===== src/rtl/alu_pkg.sv =====
// Shared constants for the ALU op sequencer: ALU control codes, op classes,
// R-type funct values and the sequencer state encoding.
package alu_pkg;

  localparam logic [3:0] CTRL_ADD = 4'b0010;
  localparam logic [3:0] CTRL_SUB = 4'b0110;
  localparam logic [3:0] CTRL_AND = 4'b0000;
  localparam logic [3:0] CTRL_OR  = 4'b0001;

  localparam logic [1:0] ALUOP_ADD     = 2'b00;
  localparam logic [1:0] ALUOP_SUB     = 2'b01;
  localparam logic [1:0] ALUOP_FUNCT   = 2'b10;
  localparam logic [1:0] ALUOP_ILLEGAL = 2'b11;

  localparam logic [5:0] FUNCT_ADD = 6'b100000;
  localparam logic [5:0] FUNCT_SUB = 6'b100010;
  localparam logic [5:0] FUNCT_AND = 6'b100100;
  localparam logic [5:0] FUNCT_OR  = 6'b100101;

  typedef enum logic [1:0] {
    IDLE = 2'd0,
    EXEC = 2'd1,
    RESP = 2'd2
  } state_t;

endpackage


===== src/rtl/alu_op_decode.sv =====
// Combinational decoder: op class plus R-type funct to a 4-bit ALU control
// code, with a flag for encodings the ALU does not support.
module alu_op_decode
  import alu_pkg::*;
(
  input  logic [1:0] aluop,
  input  logic [5:0] funct,
  output logic [3:0] control,
  output logic       illegal
);

  always_comb begin
    control = CTRL_AND;
    illegal = 1'b0;
    case (aluop)
      ALUOP_ADD: control = CTRL_ADD;
      ALUOP_SUB: control = CTRL_SUB;
      ALUOP_FUNCT: begin
        case (funct)
          FUNCT_ADD: control = CTRL_ADD;
          FUNCT_SUB: control = CTRL_SUB;
          FUNCT_AND: control = CTRL_AND;
          FUNCT_OR:  control = CTRL_OR;
          default:   illegal = 1'b1;
        endcase
      end
      default: illegal = 1'b1;
    endcase
  end

endmodule


===== src/rtl/alu_op_sequencer.sv =====
// Sequences one ALU operation per request: decode, drive registered operands
// for one cycle, then hold the response. Define ALU_SEQ_PIPE_EN for back-to-back mode.
module alu_op_sequencer
  import alu_pkg::*;
#(
  parameter int WIDTH = 8
) (
  input  logic             clk,
  input  logic             rst,
  input  logic             req_valid,
  output logic             req_ready,
  input  logic [1:0]       req_aluop,
  input  logic [5:0]       req_funct,
  input  logic [WIDTH-1:0] req_a,
  input  logic [WIDTH-1:0] req_b,
  output logic [3:0]       alu_control,
  output logic [WIDTH-1:0] alu_a,
  output logic [WIDTH-1:0] alu_b,
  input  logic [WIDTH-1:0] alu_result,
  input  logic             alu_zero,
  output logic             rsp_valid,
  input  logic             rsp_ready,
  output logic [WIDTH-1:0] rsp_result,
  output logic             rsp_zero,
  output logic             rsp_illegal,
  output state_t           fsm_state
);

  // Handshakes: a transfer happens on a rising edge where valid && ready.
  // valid never depends on ready; payload is held while valid && !ready.

  state_t     state, state_next;
  logic [3:0] dec_control;
  logic       dec_illegal;
  logic       accept;
  logic       load_op;
  logic       load_illegal;
  logic       capture;

  alu_op_decode u_decode (
    .aluop   (req_aluop),
    .funct   (req_funct),
    .control (dec_control),
    .illegal (dec_illegal)
  );

  always_comb begin
    state_next = state;
    capture    = 1'b0;
    req_ready  = (state == IDLE);
`ifdef ALU_SEQ_PIPE_EN
    // A new request may ride on the same edge that retires the response.
    if (state == RESP) req_ready = rsp_ready;
`endif
    accept = req_valid && req_ready;
    case (state)
      IDLE: begin
        if (accept) state_next = dec_illegal ? RESP : EXEC;
      end
      EXEC: begin
        capture    = 1'b1;
        state_next = RESP;
      end
      RESP: begin
        if (rsp_ready) begin
          state_next = IDLE;
          if (accept) state_next = dec_illegal ? RESP : EXEC;
        end
      end
      default: state_next = IDLE;
    endcase
    load_op      = accept && !dec_illegal;
    load_illegal = accept && dec_illegal;
  end

  always_ff @(posedge clk) begin
    if (rst) begin
      state       <= IDLE;
      alu_control <= 4'b0000;
      alu_a       <= '0;
      alu_b       <= '0;
      rsp_result  <= '0;
      rsp_zero    <= 1'b0;
      rsp_illegal <= 1'b0;
    end else begin
      state <= state_next;
      if (load_op) begin
        alu_control <= dec_control;
        alu_a       <= req_a;
        alu_b       <= req_b;
      end
      // Illegal requests leave the ALU-facing registers untouched.
      if (load_illegal) begin
        rsp_result  <= '0;
        rsp_zero    <= 1'b0;
        rsp_illegal <= 1'b1;
      end
      if (capture) begin
        rsp_result  <= alu_result;
        rsp_zero    <= alu_zero;
        rsp_illegal <= 1'b0;
      end
    end
  end

  assign rsp_valid = (state == RESP);
  assign fsm_state = state;

endmodule


===== config.mk =====
export PLATFORM = sky130hd
export DESIGN_NAME = alu_op_sequencer
export DESIGN_NICKNAME = d
export VERILOG_FILES = /design/src/rtl/alu_pkg.sv /design/src/rtl/alu_op_decode.sv /design/src/rtl/alu_op_sequencer.sv
export SDC_FILE = /design/constraint.sdc
export NUM_CORES = 1
export LEC_CHECK = 0
export ABC_AREA = 1
export BUFFER_PORTS_ARGS = -buffer_cell sky130_fd_sc_hd__buf_2
export CAP_MARGIN = 20
export CORE_AREA = 5 5 81 83
export DETAILED_ROUTE_END_ITERATION = 7
export DIE_AREA = 0 0 86 88
export PLACE_DENSITY = 0.52
export SLEW_MARGIN = 25
export SYNTH_ARGS = -nofsm -noshare
export SYNTH_HDL_FRONTEND = slang
export SYNTH_SLANG_ARGS = --single-unit

===== constraint.sdc =====
create_clock -name clk -period 2.5 [get_ports clk]
set_input_delay 0.5 -clock clk [delete_from_list [all_inputs] [get_ports clk]]
set_output_delay 0.5 -clock clk [all_outputs]
set_load 0.02 [all_outputs]

Yosys cells after proc, flatten, opt, wreduce, memory -nomap -nowiden

Index checks and enable logic that the tools add are counted.

Order comparisons: 0
Bitwise logic cells: 0
Divide/modulo/power cells: 0
Add/subtract/negate cells: 0
$mul: 0
Reduce and logical (&&, ||, !) cells: 11
Equality and inequality tests: 10
Shifts and indexed selects: 0
Muxes and demuxes: 14

Operator list:

| cell                                                                     | count |
|---|---|
| 6-bit == test (second input constant)                                    | 4 |
| 8-bit two-way mux                                                        | 2 |
| 4-bit one-hot mux with 3 select lines                                    | 1 |
| 3-bit one-hot mux with 3 select lines                                    | 1 |
| 2-bit two-way mux                                                        | 4 |
| 2-bit one-hot mux with 3 select lines                                    | 1 |
| 2-bit by 1-bit == test with 1-bit output (second input constant)         | 2 |
| 2-bit == test (second input constant)                                    | 2 |
| 2-bit zero test                                                          | 2 |
| 1-bit two-way mux                                                        | 4 |
| 2-bit by 1-bit inequality test with 1-bit output (second input constant) | 2 |
| 2-bit OR reduction                                                       | 2 |
| 4-bit OR reduction                                                       | 1 |
| 1-bit logical AND                                                        | 3 |
| 1-bit one-hot mux with 2 select lines                                    | 1 |
| 2-bit AND reduction                                                      | 1 |
| 2-bit nonzero test                                                       | 1 |
| 1-bit zero test                                                          | 1 |

Logic and storage cells: 42
Register bits after elaboration: 32
Bits in read-only memories: 0
Output and inout bits: 34
Memories kept: 0
Latch bits: 0
Memory bits (writable): 0

Depth between registers and ports, before layout

Gate-level depths: netlist of the first run.

Depth after elaboration: 8
Depth in mapped cells: 9
Depth with buffers taken out: 9

Hierarchy

From an unflattened synthesis of the first run, not the netlist that was laid out.

Cell total of the unflattened synthesis: 169
Area, all modules: 1396.3 um^2

Modules (own cells, without submodules):

| module           | cells each | sequential area each (um^2) | area each (um^2) | times used |
|---|---|---|---|---|
| alu_op_sequencer | 148        | 640.6                       | 1302.5           | 1 |
| alu_op_decode    | 21         | 0.0                         | 93.8             | 1 |

Least setup slack after synthesis of the first run

OpenSTA, ideal clock, no wires.

Kind: input port to flip-flop
From: in req_funct[3]
To: reg alu_a[0]
Data arrival time: 1.293 ns
Setup time: 0.142 ns
Cell stages on the path: 9
Slack: 1.065 ns
Path through: nor2_2 nand2_1 a21oi_2 nand2_2 nand2_4 nand2_4 buf_4 nand2_1 a21oi_2

Longest elaborated chain between the ends: 6

RTL lines:

| item                                      | line                   | text |
|---|---|---|
| start, declared                           | alu_op_sequencer.sv:13 | `input logic [5:0] req_funct,` |
| 6-bit == test                             | alu_op_decode.sv:19    | `case (funct)` |
| 4-bit OR reduction (no source line) (*)   | --                     |  |
| 1-bit two-way mux (*)                     | alu_op_decode.sv:19    |  |
| 1-bit one-hot mux with 2 select lines (*) | alu_op_decode.sv:15    | `case (aluop)` |
| 1-bit zero test (*)                       | alu_op_sequencer.sv:72 | `load_op = accept && !dec_illegal;` |
| 1-bit logical AND (*)                     | alu_op_sequencer.sv:72 |  |
| end signal, assigned                      | alu_op_sequencer.sv:89 | `alu_a <= req_a;` |
| end, declared                             | alu_op_sequencer.sv:17 | `output logic [WIDTH-1:0] alu_a,` |

Every way passes the cells marked *; elsewhere a longest branch is shown, timed or not.
A chain may end at the register's enable or synchronous reset.

Worst setup path in the final report of the first run

From: reg state[0] (netlist: fsm_state[0])
To: out req_ready

Longest elaborated chain between the ends: 1

RTL lines:

| item                   | line                   | text |
|---|---|---|
| start, declared        | alu_op_sequencer.sv:32 | `state_t state, state_next;` |
| start signal, assigned | alu_op_sequencer.sv:86 | `state <= state_next;` |
| 2-bit zero test        | alu_op_sequencer.sv:50 | `req_ready = (state == IDLE);` |
| end, declared          | alu_op_sequencer.sv:11 | `output logic req_ready,` |

No other way between the ends.

==> summary.txt, run 1 <==
Power
  • Max VDD drop: 0.1923 mV
  • Cell-internal power: 0.0007723 W
  • Final total power: 0.001073 W
  • Switching Fraction: 28.01%
  • Combinational share of power: 18.1%
  • Flop pwr share: 49.4%
  • Clk network pwr share: 32.5%
  • PwrDens: 591.3 nW/um^2
  • Sw power: 0.0003004 W
  • Leak: 0.8147 nW

GRT
  • Antenna violations before repair: 0
  • Vias in the first global route: 1266
  • Gr usage total: 9.759%
  • Global-route wire length before repair: 5.823 mm
  • Total grt overflow: 0
  • Largest net degree at the start of global routing: 32

Clocking
  • Clk buf depth: 2
  • Hold_buf cts: 0
  • H-tree depth: 2
  • Reg clk slew, reported paths: 60 ps
  • CTS resizes: 0
  • CTS sink count: 31
  • Post-CTS setup buffer count: 0
  • Inserted Clock Buffers: 5
  • Clk root buf: clkbuf_8
  • Clk_lat worst skew: 270 ps
  • CTS tree: yes

Yosys
  • Count of different cell masters after synthesis: 22
  • Cell Area, Synth: 1384 um^2
  • Yosys top cell area share: 44.85%
  • Post-synth EDFFs: 0
  • Sequential area share after synthesis: 44.85%
  • Async SR Flop Fraction: 0%
  • Syn_area_per_cell: 8.336 um^2
  • Synth area leaders: dfxtp_1, nand2_1, nand3_2
  • Synth top cells by count: nand2_1, dfxtp_1, a21oi_1, nand3_1, a21oi_2
  • Syn nets: 203
  • Predominant post-synthesis flop cell: dfxtp_1
  • Yosys warns: 0
  • Cells after Synth: 166
  • Cell taking the most area after synthesis: dfxtp_1
  • Most frequent cell after synthesis: nand2_1
  • FF+latch count, synth: 31

Final layout
  • N_diodes: 0
  • Area growth, synth to finish: 31.10%
  • Nets: 270
  • Layout cells sized above 1: 46.12%
  • Layout Cells excl Fill: 307

Place
  • Place WS: 698.8 ps
  • Final HPWL DP: 2.746 mm
  • # port buffers: 69
  • Gp weighted congestion: 0.7000
  • Placed cells: 301

Critical path
  • Critical path's top delay family: flip-flops
  • R2r startpoint: fsm_state[0]
  • Worst Reg-to-Reg Cells: 7
  • Critical path depth in cells: 4
  • Critical Path End: req_ready
  • Critical path class: reg -> out
  • CP Launch Point: fsm_state[0]
  • Max incr delay on CP: 380 ps
  • CP arrival: 990 ps
  • Critical path startpoint category: flip-flop
  • Critical Path RT: 2000 ps
  • Worst-path cell chain: inv_2 -> nand2_1 -> inv_1 -> buf_2
  • Crit-path max FO: 3
  • CP max-delay cell: dfxtp_1
  • Reg2reg setup slack: 1020 ps
  • CP endpoint kind: output port
  • Reg2reg end: rsp_zero
  • WP buf/inv: 3

Timing
  • Slew Limit Fails: 0
  • Slew margin rel.: 54.79%
  • Min Clock Period, post-route: 1493 ps
  • Final Hold Viols: 0
  • Final setup viols: 0
  • Worst slew pin tran: 678.1 ps
  • WHS: 457.2 ps
  • Setup WS post-layout: 1007 ps
  • Fin crit share: 59.73%
  • Final TNS setup: 0 ps
  • Setup Skew: 5.379 ps
  • Max Freq: 669.6 MHz
  • RSZ-0062 raised after global routing: false

Drt
  • # DRC: 0
  • WL/cell: 11.83 um
  • Vias: 1275
  • First drt pass iteration count: 4
  • Final ANT Viol Nets: 0
  • Via/cell ratio: 4.153
  • Starting DRT DRC Count: 72
  • WL final: 3.631 mm

Flow run
  • Max-cap violations: 0

Floorplan
  • # rows: 28
  • Floorplan core area: 5781 um^2
  • Die Ht: 88 um
  • I/O pin count: 71
  • Die W: 86 um
  • Die area: 7568 um^2
  • Initial Util: 23.94%

Status
  • Status: complete, no violations

Hold path
  • Worst min path class: reg -> reg
flip-flops by register name (all words and copies together), names as in the netlist:
| name | cells |
|---|---|
| alu_control | 3 |
| rsp_result | 8 |
| alu_a | 8 |
| rsp_illegal | 1 |
| fsm_state | 2 |
| rsp_zero | 1 |
| alu_b | 8 |
logic make-up after synthesis:
| family | synth area share [%] |
|---|---|
| and+or+nand+nor | 30.38 |
| AOI/OAI and AO/OA | 14.29 |
| DFF | 44.85 |
| buffers and inverters | 10.22 |
| other | 0.2710 |
power groups by stage:
stage	combinational [W]	clock, W	sequential [W]
6_report	0.000194	0.000348	0.000530
5_1_grt	0.000215	0.000391	0.000532
4_1_cts	0.000198	0.000363	0.000530
3_5_place_dp	0.000198	0	0.000540
3_3_place_gp	0.000197	0	0.000541
2_1_floorplan	0.000106	0	0.000568
worst min-delay path, cell delays in order, from the launching register on:
cell and delay, ps:
dfxtp_1 300, nand2_1 60, a21oi_1 50
per-stage QoR:
stage          area [um^2]  utilization (%)
2_1_floorplan         1384                -
3_3_place_gp          1742            30.13
3_5_place_dp          1742            30.13
4_1_cts               1814            31.39
5_1_grt               1814            31.39
6_report              1814            31.39
worst min path at each step:
stage                    from              to  slack (ps)  cells after the start
5_1_grt              alu_a[7]        alu_a[7]         470                      2
4_1_cts              alu_a[7]        alu_a[7]         460                      2
6_report             alu_a[7]        alu_a[7]         460                      2
2_1_floorplan  alu_control[1]  alu_control[1]         540                      2
3_5_place_dp         alu_a[7]        alu_a[7]         450                      2
3_3_place_gp         alu_a[3]        alu_a[3]         450                      2
layout by cell type, fill, tap and decap left out, drive strengths merged:
cell type  instances
a21oi             29
a31oi              1
buf               71
clkbuf             6
conb               1
dfxtp             31
inv               12
nand2             40
nand3             28
nor2              10
nor3               2
o21ai              1
metal layers:
| metal | up-vias | routed length (um) | track usage [%] | part of all wire, % |
|---|---|---|---|---|
| met5 | - | 0 | 0 | 0 |
| met4 | 0 | 55 | 4.748 | 1.5 |
| met3 | 4 | 289 | 3.104 | 8.0 |
| met2 | 42 | 1622 | 15.14 | 45 |
| met1 | 561 | 1664 | 12.24 | 46 |
| li1 | 668 | - | - | - |
area by class of cell:
class	instances	area, um^2
timing repair buffer	71	360.3
tap	75	93.84
clock buffer	6	72.57
sequential	31	620.6
fill	662	3966
multi-input combinational	112	621.8
inverter	12	45.04
Note: power is estimated with default switching activity, not from simulation.
==> run 2: changes to the inputs <==
- clock period: 2.5 -> 1.4 ns (I/O delays scaled with it)
==> run 2 against run 1 <==
  * Cell count rose by 2.6%
  * Utilization rose by 1.6 points
  * Cell area rose by 5.2%
  * Sequential power rose by 78%
  * Clock skew fell by 2.5 ps
  * Highest routed layer unchanged
==> summary.txt, run 2 (synthesis gave the netlist of run 1 again) <==
Place
  • # port buffers: 69
  • Place WS: 15.83 ps
  • Gp weighted congestion: 0.7102
  • Final HPWL DP: 2.837 mm

Timing
  • Final Hold Viols: 0
  • Setup Skew: 2.843 ps
  • Slew Limit Fails: 0
  • Max Freq: 763.0 MHz
  • RSZ-0062 raised after global routing: false
  • Fin crit share: 93.62%
  • Final setup viols: 0
  • Setup WS post-layout: 89.38 ps
  • Min Clock Period, post-route: 1311 ps

Final layout
  • Nets: 278
  • Most frequent cells in the layout: buf_2, nand2_1, dfxtp_1, a21oi_1, nand3_1
  • Area growth, synth to finish: 37.97%
  • N_diodes: 0
  • Largest registers: alu_a (8), alu_b (8), rsp_result (8)
  • Filler cell count: 631
  • Final core utilization: 33.03%
  • Commonest non-fill, non-tap cell in the layout: buf_2
  • Layout cells sized above 1: 48.33%

Status
  • Status: complete, no violations

Drt
  • First drt pass iteration count: 4
  • WL final: 3.696 mm
  • WL/cell: 11.73 um
  • Vias: 1335
  • Final ANT Viol Nets: 0
  • # DRC: 0
  • Via/cell ratio: 4.238
  • Starting DRT DRC Count: 66

Critical path
  • Critical Path RT: 1120 ps
  • Max incr delay on CP: 370 ps
  • Crit-path max FO: 3
  • CP endpoint kind: output port
  • CP max-delay cell: dfxtp_1
  • Worst-path cell chain: inv_2 -> nand2_1 -> inv_1 -> buf_2
  • Worst Reg-to-Reg Cells: 7
  • Critical path class: reg -> out
  • CP arrival: 1030 ps
  • Critical path startpoint category: flip-flop

Floorplan
  • # rows: 28
  • Floorplan core area: 5781 um^2
  • Die Ht: 88 um
  • Die area: 7568 um^2
  • Die W: 86 um
  • I/O pin count: 71
  • Initial Util: 23.94%

Power
  • Max VDD drop: 0.4255 mV
  • Leak: 0.8670 nW
  • Final total power: 0.001954 W
  • PwrDens: 1023 nW/um^2

Clocking
  • Clk buf depth: 2
  • CTS sink count: 31
  • Inserted Clock Buffers: 5
  • Reg clk slew, reported paths: 60 ps
  • Clk_lat worst skew: 270 ps
  • CTS tree: yes
  • H-tree depth: 2
  • Clk root buf: clkbuf_8

Hold path
  • WHS Path Cells: 3
  • Worst min path class: in -> reg

GRT
  • Gr usage total: 9.973%
  • Global Route met1 Usage: 12.58%
  • Most crowded layer after global routing: met2
  • Antenna violations before repair: 0
  • Met3 global-route usage: 3.198%
  • Global-route wire length before repair: 5.940 mm
  • Vias in the first global route: 1249
  • Met2 usage: 15.35%
  • Largest net degree at the start of global routing: 22
  • Total grt overflow: 0

Flow run
  • Max-cap violations: 0
-- run 2: path summary, 6_finish.rpt --
| check | from | endpoint | slack [ps] |
|---|---|---|---|
| worst max-delay path | fsm_state[0] | req_ready | 90 |
| worst min-delay path | alu_result[3] | rsp_result[3] | 260 |
| worst max register to register | fsm_state[0] | alu_a[6] | 150 |
| worst min register to register | alu_a[3] | alu_a[3] | 450 |
-- run 2: report_power, final --
group	switching (W)	leakage (nW)	internal [W]
clock	0.000290	0.0371	0.000330
sequential	0.0000208	0.253	0.000924
combinational	0.000234	0.577	0.000155
-- run 2: critical path, delay by kind of cell (launching register included) --
kind | cells | cell delay [ps]
flops | 1 | 370
simple gates | 1 | 120
buf+inv | 3 | 260
-- run 2: area by class of cell --
type	count	area [um^2]	share of cell area (%)
Inverter	12	45.04	2.359
Timing Repair Buffer	79	445.4	23.33
Sequential cell	31	620.6	32.50
Clock buffer	6	72.57	3.801
Tap cell	75	93.84	4.915
Multi-Input combinational cell	112	631.9	33.09
-- run 2: through the flow --
step	cells	area [um^2]	hold WS [ps]	TNS, ps
floorplan	166	1384	427.6	0
global placement	307	1812	449.0	-98.66
global route	315	1909	256.3	0
CTS	313	1889	248.7	0
detailed placement	307	1812	451.2	0
finish	315	1909	259.1	0
-- run 2: repair_timing --
action                                 in CTS  in global routing
pin swaps                                   0                  1
gates resized for setup                     1                  1
setup endpoints to repair                   1                  5
endpoints found under the hold margin       0                  0
hold buffers                                0                  0
setup buffers                               0                  2
gates cloned                                0                  0
-- run 2: metal layers --
metal | up-vias | wire length [um]
met3 | 7 | 285
met1 | 596 | 1706
met4 | 0 | 83
li1 | 686 | -
met2 | 46 | 1620
met5 | - | 0
